### src/rtl/mips_pkg.sv
// Shared MIPS encoding constants: mnemonic set, primary opcodes and R-type funct codes.
package mips_pkg;

  localparam int unsigned OPC_W   = 6;
  localparam int unsigned FUNCT_W = 6;
  localparam int unsigned WORD_W  = 32;

  typedef enum logic [4:0] {
    NEM_ZERO  = 5'd0,
    NEM_ADD   = 5'd1,
    NEM_SUB   = 5'd2,
    NEM_AND   = 5'd3,
    NEM_OR    = 5'd4,
    NEM_XOR   = 5'd5,
    NEM_SLT   = 5'd6,
    NEM_SLL   = 5'd7,
    NEM_SRL   = 5'd8,
    NEM_SRA   = 5'd9,
    NEM_ADDI  = 5'd10,
    NEM_ADDIU = 5'd11,
    NEM_BEQ   = 5'd12,
    NEM_LW    = 5'd13,
    NEM_SW    = 5'd14,
    NEM_JUMP  = 5'd15,
    NEM_ABS   = 5'd16
  } t_instr_pnmen;

  localparam logic [OPC_W-1:0] OPC_ZERO  = 6'h00;
  localparam logic [OPC_W-1:0] OPC_JUMP  = 6'h02;
  localparam logic [OPC_W-1:0] OPC_BEQ   = 6'h04;
  localparam logic [OPC_W-1:0] OPC_ADDI  = 6'h08;
  localparam logic [OPC_W-1:0] OPC_ADDIU = 6'h09;
  localparam logic [OPC_W-1:0] OPC_ABS   = 6'h1C;
  localparam logic [OPC_W-1:0] OPC_LW    = 6'h23;
  localparam logic [OPC_W-1:0] OPC_SW    = 6'h2B;

  localparam logic [FUNCT_W-1:0] FN_SLL = 6'h00;
  localparam logic [FUNCT_W-1:0] FN_SRL = 6'h02;
  localparam logic [FUNCT_W-1:0] FN_SRA = 6'h03;
  localparam logic [FUNCT_W-1:0] FN_ADD = 6'h20;
  localparam logic [FUNCT_W-1:0] FN_SUB = 6'h22;
  localparam logic [FUNCT_W-1:0] FN_AND = 6'h24;
  localparam logic [FUNCT_W-1:0] FN_OR  = 6'h25;
  localparam logic [FUNCT_W-1:0] FN_XOR = 6'h26;
  localparam logic [FUNCT_W-1:0] FN_SLT = 6'h2A;

endpackage

### src/rtl/instr_encode_loader.sv
// Encodes one mnemonic bundle per handshake into a MIPS word and streams the
// words into instruction memory from a programmable base byte address.
module instr_encode_loader
  import mips_pkg::*;
#(
  parameter int unsigned ADDR_W = 32,
  parameter int unsigned CNT_W  = 10
) (
  input  logic              clk,
  input  logic              rst,
  input  logic              start,
  input  logic [ADDR_W-1:0] base_addr,
  input  logic [CNT_W-1:0]  count,
  input  logic              in_valid,
  output logic              in_ready,
  input  t_instr_pnmen      in_pnem,
  input  logic [4:0]        in_rs,
  input  logic [4:0]        in_rt,
  input  logic [4:0]        in_rd,
  input  logic [4:0]        in_shamt,
  input  logic [15:0]       in_imm,
  input  logic [25:0]       in_target,
  output logic              mem_we,
  output logic [ADDR_W-1:0] mem_addr,
  output logic [31:0]       mem_wdata,
  output logic              busy,
  output logic              done,
  output logic              err_unsupported,
  output logic              nop_alias
);

  typedef enum logic [1:0] {ST_IDLE, ST_RUN, ST_DONE} state_e;
  typedef enum logic [2:0] {FMT_ZERO, FMT_R, FMT_I, FMT_J, FMT_ABS, FMT_BAD} fmt_e;

  state_e              state, state_d;
  fmt_e                fmt;
  logic [OPC_W-1:0]    opcode;
  logic [FUNCT_W-1:0]  funct;
  logic [WORD_W-1:0]   enc_word;
  logic                enc_bad;
  logic                enc_alias;
  logic                xfer;

  logic [ADDR_W-1:0]   wr_addr, wr_addr_d;
  logic [CNT_W-1:0]    remaining, remaining_d;
  logic                err_d, we_d, alias_d, ready_d, busy_d, done_d;
  logic [ADDR_W-1:0]   addr_d;
  logic [WORD_W-1:0]   wdata_d;

  // Mnemonic classification into an encoding format plus opcode/funct.
  always_comb begin
    fmt    = FMT_ZERO;
    opcode = OPC_ZERO;
    funct  = FN_SLL;
    case (in_pnem)
      NEM_ZERO:  fmt = FMT_ZERO;
      NEM_ADD:   begin fmt = FMT_R; funct = FN_ADD; end
      NEM_SUB:   begin fmt = FMT_R; funct = FN_SUB; end
      NEM_AND:   begin fmt = FMT_R; funct = FN_AND; end
      NEM_OR:    begin fmt = FMT_R; funct = FN_OR;  end
      NEM_XOR:   begin fmt = FMT_R; funct = FN_XOR; end
      NEM_SLT:   begin fmt = FMT_R; funct = FN_SLT; end
      NEM_SLL:   begin fmt = FMT_R; funct = FN_SLL; end
      NEM_SRL:   begin fmt = FMT_R; funct = FN_SRL; end
      NEM_SRA:   begin fmt = FMT_R; funct = FN_SRA; end
      NEM_ADDI:  begin fmt = FMT_I; opcode = OPC_ADDI;  end
      NEM_ADDIU: begin fmt = FMT_I; opcode = OPC_ADDIU; end
      NEM_BEQ:   begin fmt = FMT_I; opcode = OPC_BEQ;   end
      NEM_LW:    begin fmt = FMT_I; opcode = OPC_LW;    end
      NEM_SW:    begin fmt = FMT_I; opcode = OPC_SW;    end
      NEM_JUMP:  fmt = FMT_J;
      NEM_ABS:   fmt = FMT_ABS;
      default:   fmt = FMT_BAD;
    endcase
  end

  // Field packing; every slot is exactly as wide as its input.
  always_comb begin
    enc_word = '0;
    case (fmt)
      FMT_R:   enc_word = {OPC_ZERO, in_rs, in_rt, in_rd, in_shamt, funct};
      FMT_I:   enc_word = {opcode, in_rs, in_rt, in_imm};
      FMT_J:   enc_word = {OPC_JUMP, in_target};
      FMT_ABS: enc_word = {OPC_ABS, in_rs, in_rt, in_rd, 11'b0};
      default: enc_word = '0;
    endcase
  end

  assign enc_bad   = (fmt == FMT_BAD);
  assign enc_alias = (in_pnem != NEM_ZERO) && !enc_bad && (enc_word == '0);

  // Session control and next values of every registered output.
  always_comb begin
    state_d     = state;
    wr_addr_d   = wr_addr;
    remaining_d = remaining;
    err_d       = err_unsupported;
    we_d        = 1'b0;
    addr_d      = mem_addr;
    wdata_d     = mem_wdata;
    alias_d     = 1'b0;
    xfer        = in_valid && in_ready;
    case (state)
      ST_IDLE: begin
        if (start) begin
          state_d     = ST_RUN;
          wr_addr_d   = base_addr;
          remaining_d = count;
          err_d       = 1'b0;
        end
      end
      ST_RUN: begin
        if (xfer) begin
          we_d        = 1'b1;
          addr_d      = wr_addr;
          wdata_d     = enc_word;
          alias_d     = enc_alias;
          wr_addr_d   = wr_addr + ADDR_W'(4);
          remaining_d = remaining - CNT_W'(1);
          if (enc_bad) err_d = 1'b1;
        end
        // The final write leaves this cycle, so DONE follows it by one cycle.
        if (remaining == '0) state_d = ST_DONE;
      end
      ST_DONE: state_d = ST_IDLE;
      default: state_d = ST_IDLE;
    endcase
    ready_d = (state_d == ST_RUN) && (remaining_d != '0);
    busy_d  = (state_d != ST_IDLE);
    done_d  = (state_d == ST_DONE);
  end

  always_ff @(posedge clk) begin
    if (rst) begin
      state           <= ST_IDLE;
      wr_addr         <= '0;
      remaining       <= '0;
      err_unsupported <= 1'b0;
      mem_we          <= 1'b0;
      mem_addr        <= '0;
      mem_wdata       <= '0;
      nop_alias       <= 1'b0;
      in_ready        <= 1'b0;
      busy            <= 1'b0;
      done            <= 1'b0;
    end else begin
      state           <= state_d;
      wr_addr         <= wr_addr_d;
      remaining       <= remaining_d;
      err_unsupported <= err_d;
      mem_we          <= we_d;
      mem_addr        <= addr_d;
      mem_wdata       <= wdata_d;
      nop_alias       <= alias_d;
      in_ready        <= ready_d;
      busy            <= busy_d;
      done            <= done_d;
    end
  end

endmodule
### config.mk
export PLATFORM = sky130hd
export DESIGN_NAME = instr_encode_loader
export DESIGN_NICKNAME = d
export VERILOG_FILES = /design/src/rtl/mips_pkg.sv /design/src/rtl/instr_encode_loader.sv
export SDC_FILE = /design/constraint.sdc
export NUM_CORES = 1
export LEC_CHECK = 0
export BUFFER_PORTS_ARGS = -buffer_cell sky130_fd_sc_hd__buf_2
export CORE_AREA = 8 8 130 96
export DETAILED_ROUTE_END_ITERATION = 16
export DIE_AREA = 0 0 138 104
export GPL_TIMING_DRIVEN = 0
export PLACE_DENSITY = 0.85
export REMOVE_ABC_BUFFERS = 1
export SYNTH_ARGS = -nofsm -noshare
export SYNTH_HDL_FRONTEND = slang
export SYNTH_SLANG_ARGS = --single-unit
### constraint.sdc
create_clock -name clk -period 5.7 [get_ports clk]
set_clock_uncertainty 0.2 [all_clocks]
set_input_delay 1.14 -clock clk [delete_from_list [all_inputs] [get_ports clk]]
set_output_delay 1.14 -clock clk [all_outputs]
set_load 0.1 [all_outputs]
---- After elaboration in Yosys (flattened, before gate mapping) ----
Index checks and enable logic that the tools add are counted.
word-level totals
  bits in registers ....................... 114
  ROM bits ................................ 0
  latch bits .............................. 0
  memories kept ........................... 0
  bits in writable memories ............... 0
operators by class
  add/sub/neg operators ................... 2
  order comparisons ....................... 0
  multiplexer cells ....................... 18
  div/mod/pow operators ................... 0
  $mul .................................... 0
  shift-type cells ........................ 0
  bitwise logic cells ..................... 2
  reductions and logical operators ........ 20
  eq/ne operators ......................... 27
operators by type and width
  operator                                                               count
  32-bit case mux with 4 select lines                                    1
  32-bit 2-to-1 mux                                                      2
  32-bit case mux with 2 select lines                                    1
  6-bit case mux with 8 select lines                                     1
  5-bit by 4-bit == test with 1-bit output (second input constant)       8
  32-bit by 3-bit adder with 32-bit output (second input constant)       1
  32-bit zero test                                                       1
  6-bit case mux with 5 select lines                                     1
  5-bit by 3-bit == test with 1-bit output (second input constant)       4
  10-bit 2-to-1 mux                                                      2
  10-bit case mux with 2 select lines                                    1
  3-bit case mux with 5 select lines                                     1
  5-bit by 2-bit == test with 1-bit output (second input constant)       2
  10-bit zero test                                                       1
  10-bit nonzero test                                                    1
  10-bit by 1-bit subtractor with 10-bit output (second input constant)  1
  9-bit OR reduction                                                     1
  3-bit by 2-bit == test with 1-bit output (second input constant)       2
  3-bit == test (second input constant)                                  2
  2-bit != test (second input constant)                                  3
  5-bit by 1-bit == test with 1-bit output (second input constant)       1
  5-bit == test (second input constant)                                  1
  5-bit zero test                                                        1
  5-bit nonzero test                                                     1
  other kinds (18)                                                       28

---- Depth between registers and ports, before layout ----
Gate-level depths: netlist (run 1).
  depth in word-level cells ............... 7
  depth in mapped cells ................... 8
  gate-level depth less buffers ........... 8

---- Least setup slack after synthesis (run 1) ----
No wires, ideal clock.
  path kind ............................... input -> register
  start point ............................. input port in_pnem[2]
  end point ............................... register nop_alias
  path buffers ............................ 1
  arrival time ............................ 2498 ps
  stages on the path ...................... 7
  slack ................................... 2914 ps
  cell sequence ........................... buf_2 > or2_1 > mux2i_1 > o32ai_2 > a222oi_1 > nand4_1 > nor4_2
between the ends
  longest elaborated chain between the ends .. 7
  elaborated cells between the ends (all ways) .. 33
ends and longest elaborated chain
  item                                                                           line                                                  text
  from (decl)                                                                    instr_encode_loader.sv:16                             input t_instr_pnmen in_pnem,
  5-bit by 4-bit == test with 1-bit output (tied with other cells)               instr_encode_loader.sv:55                             case (in_pnem)
  9-bit OR reduction (no line) / 5-bit OR reduction (equally long branches)      n/a
  3-bit case mux with 5 select lines                                             instr_encode_loader.sv:55
  3-bit == test (tied with other cells)                                          instr_encode_loader.sv:80                             case (fmt)
  32-bit case mux with 4 select lines / 1-bit zero test (equally long branches)  instr_encode_loader.sv:80, instr_encode_loader.sv:90
  32-bit zero test / 1-bit logical AND (equally long branches)                   instr_encode_loader.sv:90                             assign enc_alias = (in_pnem != NEM_ZERO) && !enc_bad && (enc_word == '0);
  1-bit logical AND (*)                                                          instr_encode_loader.sv:90
  to (signal assigned)                                                           instr_encode_loader.sv:154                            nop_alias <= alias_d;
  to (decl)                                                                      instr_encode_loader.sv:29                             output logic nop_alias
Every way passes the cells marked *; elsewhere a longest branch is shown, timed or not.
A chain may end at the register's enable or synchronous reset.

---- Worst setup path in the final report (run 1) ----
  start point ............................. register state[0]
  end point ............................... register in_ready
between the ends
  longest elaborated chain between the ends .. 4
  elaborated cells between the ends (all ways) .. 9
ends and longest elaborated chain
  item                                                                                              line                        text
  from (decl)                                                                                       instr_encode_loader.sv:35   state_e state, state_d;
  from (signal assigned)                                                                            instr_encode_loader.sv:147  state <= state_d;
  2-bit by 1-bit == test with 1-bit output (tied with other cells)                                  instr_encode_loader.sv:103  case (state)
  10-bit case mux with 2 select lines / 2-bit case mux with 2 select lines (equally long branches)  instr_encode_loader.sv:103
  10-bit nonzero test / 2-bit by 1-bit == test with 1-bit output (equally long branches)            instr_encode_loader.sv:128  ready_d = (state_d == ST_RUN) && (remaining_d != '0);
  1-bit logical AND (*)                                                                             instr_encode_loader.sv:128
  to (signal assigned)                                                                              instr_encode_loader.sv:155  in_ready <= ready_d;
  to (decl)                                                                                         instr_encode_loader.sv:15   output logic in_ready,
Marked as above.

==> flow_metrics.env, run 1 <==
export IMPL_syn_area_sq_um=5634
export IMPL_grt_remaining_overflow=0
export IMPL_place_hpwl_mm=11.94
export IMPL_fin_crit_ns=4.224
export IMPL_floorplan_initialDensity=0.5330
export IMPL_cpMaxStageDelayCell="nand2_1"
export IMPL_ff2ff_setup_slack_ns=1.48
export IMPL_synth_async_reset_ratio=0
export IMPL_critPathMaxFanout=38
export IMPL_n_fill_cell=923
export IMPL_h_tree_depth=4
export IMPL_die_area_sq_um=14350
export IMPL_yosysWarnings=0
export IMPL_reg2reg_from="state[0]"
export IMPL_via_per_inst=5.811
export IMPL_cts_buffers=17
export IMPL_root_buffer="clkbuf_16"
export IMPL_worstHoldStart="wr_addr[0]"
export IMPL_fin_ws_ns=1.476
export IMPL_clkSinkCount=114
export IMPL_hold_class="reg2reg"
export IMPL_grt_use_total=0.2212
export IMPL_grt_pass1_wl_mm=27.23
export IMPL_routed_wl_mm=16.73
export IMPL_grt_max_degree=66
export IMPL_mostFrequentLayoutCells="buf_2 (181), dfxtp_1 (114), nand2_1 (112)"
export IMPL_crit_path_cell_trace="nand4b_1, buf_8, buf_16, nand2_1, o221ai_1, a211oi_1, nand4b_1, o31a_1"
export IMPL_cts_tree="yes"
export IMPL_io_buffer_count=182
export IMPL_core_sq_um=10570
export IMPL_drt_pass1_iterations=7
export IMPL_cts_resized=0
export IMPL_grt_pass1_vias=5439
export IMPL_synth_cells=724
export IMPL_die_w_um=138
export IMPL_worst_pin_slew_ns=1.225
export IMPL_fin_nets=985
export IMPL_p_total_mw=2.296
export IMPL_dp_cells=987
export IMPL_place_congestion=0.8945
export IMPL_cts_reportedPaths_clkPinSlew_ns=0.05
export IMPL_cp_required_ns=5.79
export IMPL_yosys_register_bits=114
export IMPL_ys_seq_area_frac=0.4051
export IMPL_startpoint_type="register"
export IMPL_fmax_mhz=236.8
export IMPL_end_kind="register"
export IMPL_ant_nets=0
export IMPL_post_route_period_util=0.7410
export IMPL_drive_gt1_frac=0.2673
export IMPL_rsz0062_at_grt="no"
export IMPL_io_pins=183
export IMPL_yosysUniqueCellTypes=70
export IMPL_antenna_found_initial=1
export IMPL_clockBufferDepth=2
export IMPL_finalMaxSlewViolations=0
export IMPL_drt_iter0_drc=563
export IMPL_die_height_um=104
export IMPL_fin_util=0.6768
export IMPL_avgSynthCellArea_sq_um=7.782
export IMPL_dpl_instance_area_sq_um=6578
export IMPL_final_area_sq_um=7154
export IMPL_drv_cap=0
export IMPL_final_hold_violation_count=0
export IMPL_path_buf_inv=2
export IMPL_min_to="mem_addr[0]"
export IMPL_whs_ns=0.2467
export IMPL_irDropWorstVdd_uv=216.9
export IMPL_final_common_cell="buf_2"
export IMPL_worstSkewPairLatency_ns=0.40
export IMPL_area_growth_pct=26.98
export IMPL_path_common_cell="nand4b_1"
export IMPL_crit_arrival_ns=4.32
export IMPL_slowest_delay_ns=0.89
export IMPL_post_cts_buffers=0
export IMPL_row_count=32
export IMPL_relSlewSlack=0.1813
export IMPL_critical_path_top_delay_family="simple AND/OR/NAND/NOR gates"
export IMPL_leakage_nw=2.894
export IMPL_place_worst_setup_slack_ns=1.148
export IMPL_synth_edf_count=0
export IMPL_fin_tns_setup_ns=0
export IMPL_path_class="reg2reg"
export IMPL_reg2regPathDepth=8
export IMPL_power_per_cell_area_nw_per_um2=320.9
export IMPL_status="complete, no violations"
export IMPL_cts_hold_buf=0
export IMPL_drc=0
export IMPL_finalNonFillerCells=1020
export IMPL_synthFlopType="dfxtp_1"
export IMPL_wire_per_inst_um=16.40
export IMPL_rr_endpoint="in_ready"
export IMPL_finalSetupViolCount=0
export IMPL_whs_path_depth=2
export IMPL_via_count=5927
[flip-flops by register name (all words and copies together), names as in the netlist]
| name | flops |
|---|---|
| mem_addr | 32 |
| mem_wdata | 32 |
| wr_addr | 32 |
| remaining | 10 |
| state | 2 |
| busy | 1 |
| done | 1 |
| err_unsupported | 1 |
| in_ready | 1 |
| mem_we | 1 |
| nop_alias | 1 |
[cell families (layout without fill, tap and decap cells)]
kind of cell / Yosys count / count (layout) / share of synthesized area
XOR/XNOR: 1 / 1 / 0.001555
flip-flops: 114 / 114 / 0.4051
AO/OA/AOI/OAI: 215 / 215 / 0.2494
buffers and inverters: 70 / 229 / 0.05196
adder cells (fa/ha/maj): 2 / 2 / 0.004441
other: 0 / 1 / 0
multiplexers: 4 / 4 / 0.007329
AND/OR/NAND/NOR: 318 / 318 / 0.2803
[synth_stat cells (3+ instances only)]
cell type / count / area (sq um)
or3_1: 8 / 50.05
buf_1: 4 / 15.01
nor4_1: 9 / 56.30
o31ai_1: 5 / 37.54
a311oi_1: 3 / 26.28
nand2b_1: 5 / 31.28
nand2_1: 112 / 420.4
o21ai_1: 7 / 35.03
mux2i_1: 3 / 30.03
nand3_1: 21 / 105.1
inv_1: 9 / 33.78
o21ai_0: 23 / 115.1
dfxtp_1: 114 / 2282
o311ai_1: 3 / 26.28
a31oi_1: 4 / 25.02
and3_1: 10 / 62.56
a22oi_1: 4 / 30.03
nand4_1: 4 / 25.02
and4_1: 4 / 35.03
a222oi_1: 11 / 110.1
nor2b_1: 10 / 62.56
a211oi_1: 30 / 225.2
nand3b_1: 4 / 30.03
buf_4: 3 / 22.52
a21oi_1: 83 / 415.4
a221oi_1: 11 / 96.34
o22ai_1: 8 / 50.05
nor3_1: 30 / 150.1
clkbuf_1: 39 / 146.4
nor2_1: 72 / 270.3
and2_1: 3 / 18.77
buf_2: 15 / 75.07
[area by class of cell]
| cell class | count | area [sq um] | share of cell area |
|---|---|---|---|
| clock buffers | 19 | 432.9 | 0.06051 |
| diodes | 1 | 2.502 | 0.0003498 |
| clock inverters | 13 | 138.9 | 0.01941 |
| multi-input cells | 540 | 3068 | 0.4288 |
| well taps | 136 | 170.2 | 0.02378 |
| flip-flops and latches | 114 | 2282 | 0.3190 |
| inverters | 9 | 33.78 | 0.004722 |
| repair buffers | 188 | 1026 | 0.1434 |
[power by group]
part / switching, mW / internal (mW)
clock network: 0.373 / 0.641
logic: 0.260 / 0.131
registers: 0.0494 / 0.841
[routing by layer]
metal	share of wire	vias to the layer above	global-route usage
li1	-	2949	-
met1	0.46	2746	0.2940
met2	0.47	221	0.3511
met3	0.065	11	0.05246
met4	0.0058	0	0.05955
met5	0	-	0
[worst max path at each step]
stage                     slack (ns)     start  depth (start not counted)       end
after global routing            1.22  state[0]                          8  in_ready
final                           1.48  state[0]                          8  in_ready
after CTS                       1.55  state[0]                          8  in_ready
after detailed placement        1.15  in_valid                          9  in_ready
after floorplan                 0.67  in_ready                          6  in_ready
after global placement         -1.19  in_valid                          7  in_ready
[worst reg2reg max path: cells and delay by family, from the launching register on]
family,cells,cell delay [ns]
AOI/OAI and AO/OA,3,0.97
and+or+nand+nor,3,1.61
buffers and inverters,2,0.52
DFF,1,0.81
(Power assumes the default switching activity.)
==> inputs of run 2 (changes only) <==
Settings changed: CORE_AREA 8 8 130 96 to 8 8 135 99, DIE_AREA 0 0 138 104 to 0 0 143 107, PLACE_DENSITY 0.85 to 0.79.
Clock period 5.7 ns to 4 ns, I/O delays scaled along.
==> run 2 against run 1 <==
Effect of this change: fmax rose by 30%; die area is 6.6% higher; setup slack got worse by 0.73 ns; register-to-register slack lost 0.73 ns; clock power increased by 44%; global-route usage fell by 0.17 points; sequential share of layout area decreased by 0.083 points; clock-buffer cell count increased by 2; via count shrank 0.61%; utilization shrank 4.5 points; hold slack better by 0.0030 ns; largest cell class unchanged.
==> flow_metrics.env, run 2 (synthesized netlist as in run 1, its figures left out) <==
export IMPL_irDropWorstVdd_uv=347.7
export IMPL_rsz0062_at_grt="no"
export IMPL_critPathMaxFanout=38
export IMPL_finalMaxSlewViolations=0
export IMPL_reg2regPathDepth=7
export IMPL_status="complete, no violations"
export IMPL_drive_gt1_frac=0.2681
export IMPL_floorplan_initialDensity=0.4962
export IMPL_mostFrequentLayoutCells="buf_2 (181), dfxtp_1 (114), nand2_1 (111)"
export IMPL_io_pins=183
export IMPL_die_height_um=107
export IMPL_drt_pass1_iterations=6
export IMPL_min_to="mem_addr[19]"
export IMPL_grt_pass1_wl_mm=27.47
export IMPL_p_comb_frac=0.171
export IMPL_via_per_inst=5.659
export IMPL_p_seq_frac=0.387
export IMPL_multi_input_area_sq_um=3070
export IMPL_worstSkewPairLatency_ns=0.40
export IMPL_root_buffer="clkbuf_16"
export IMPL_cts_tree="yes"
export IMPL_hold_class="reg2reg"
export IMPL_antenna_found_initial=0
export IMPL_p_total_mw=3.273
export IMPL_fin_crit_ns=3.253
export IMPL_path_class="reg2reg"
export IMPL_h_tree_depth=4
export IMPL_worst_pin_slew_ns=1.142
export IMPL_cts_buffers=17
export IMPL_drt_iter0_drc=617
export IMPL_fin_tns_setup_ns=0
export IMPL_clock_power_share=0.442
export IMPL_fin_util=0.6317
export IMPL_fin_nets=987
export IMPL_p_sw_uw=963.9
export IMPL_rr_endpoint="in_ready"
export IMPL_finalSetupViolCount=0
export IMPL_p_int_mw=2.309
export IMPL_relSlewSlack=0.2361
export IMPL_ant_nets=0
export IMPL_final_hold_violation_count=0
export IMPL_fmax_mhz=307.4
export IMPL_finalNonFillerCells=1041
export IMPL_antennaDiodeCount=0
export IMPL_reg_top3="mem_addr (32), mem_wdata (32), wr_addr (32)"
export IMPL_startpoint_type="register"
export IMPL_crit_arrival_ns=3.34
export IMPL_end_kind="register"
export IMPL_drc=0
export IMPL_whs_ns=0.2497
export IMPL_row_count=33
export IMPL_place_worst_setup_slack_ns=-0.4009
export IMPL_grt_max_degree=64
export IMPL_grt_pass1_vias=5354
export IMPL_area_growth_pct=27.32
export IMPL_dp_cells=1008
export IMPL_ff2ff_setup_slack_ns=0.75
export IMPL_routed_wl_mm=17.31
export IMPL_whs_path_depth=2
export IMPL_clkSinkCount=114
export IMPL_die_area_sq_um=15300
export IMPL_final_area_sq_um=7173
export IMPL_reg2reg_from="state[0]"
export IMPL_leakage_nw=2.900
export IMPL_core_sq_um=11350
export IMPL_dpl_instance_area_sq_um=6591
export IMPL_clockBufferDepth=2
export IMPL_fin_ws_ns=0.7474
export IMPL_swShare=0.2945
export IMPL_final_common_cell="buf_2"
export IMPL_place_congestion=0.8618
export IMPL_post_route_period_util=0.8131
export IMPL_power_per_cell_area_nw_per_um2=456.3
export IMPL_io_buffer_count=182
export IMPL_n_fill_cell=1011
export IMPL_cts_reportedPaths_clkPinSlew_ns=0.05
export IMPL_die_w_um=143
export IMPL_grt_use_total=0.2195
export IMPL_drv_cap=0
export IMPL_via_count=5891
export IMPL_wire_per_inst_um=16.63
export IMPL_place_hpwl_mm=12.08
export IMPL_grt_remaining_overflow=0
export IMPL_cp_required_ns=4.09
export IMPL_ff_latch_area_sq_um=2282
export IMPL_worstHoldStart="mem_addr[19]"
run 2: cell types whose count changed in the layout (fill, tap and decap cells not counted), moves of 2 or more:
cell        before  now
clkinv_4         3    1
buf_4            1    3
buf_6            0    2
clkinvlp_4       5    3
run 2: power groups by stage:
stage | clock network [mW] | logic, mW | registers (mW)
final | 1.45 | 0.560 | 1.27
after detailed placement | 0 | 0.551 | 1.29
after global routing | 1.51 | 0.609 | 1.28
after floorplan | 0 | 0.254 | 1.39
after global placement | 0 | 0.538 | 1.29
after CTS | 1.46 | 0.555 | 1.27
run 2: final cells by class:
cell class | count | share of cell area
Timing Repair Buffer | 190 | 0.1434
Tap cell | 157 | 0.02739
Multi-Input combinational cell | 540 | 0.4280
Clock inverter | 10 | 0.01552
Clock buffer | 21 | 0.06279
Sequential cell | 114 | 0.3182
Inverter | 9 | 0.004710
run 2: metal layers:
metal,wire length (um),track usage,vias to the layer above
li1,-,-,2953
met5,0,0,-
met2,7721,0.3332,215
met4,119,0.05820,0
met3,1381,0.04927,13
met1,8093,0.3064,2710
run 2: what timing repair did:
action / 4_1_cts / 5_1_grt
hold buffers: 0 / 0
buffers inserted: 0 / 2
endpoints found under the setup margin: 2 / 1
pin swaps: 0 / 1
resized for setup: 1 / 0
run 2: how the worst max path moves through the flow:
stage	startpoint	end	slack, ns	cells after the start
after floorplan	in_ready	in_ready	-1.03	6
after global placement	in_valid	in_ready	-2.53	7
after detailed placement	in_valid	in_ready	-0.40	8
after CTS	state[0]	in_ready	0.11	7
after global routing	state[0]	in_ready	0.59	7
final	state[0]	in_ready	0.75	7
run 2: worst max-delay path, cell delays in order (launching register included):
cell and delay (ns):
dfxtp_1 0.79, nand4b_1 0.35, buf_6 0.26, nand2_2 0.53, o221ai_1 0.26, a211oi_1 0.30
nand4b_1 0.13, o31a_1 0.31
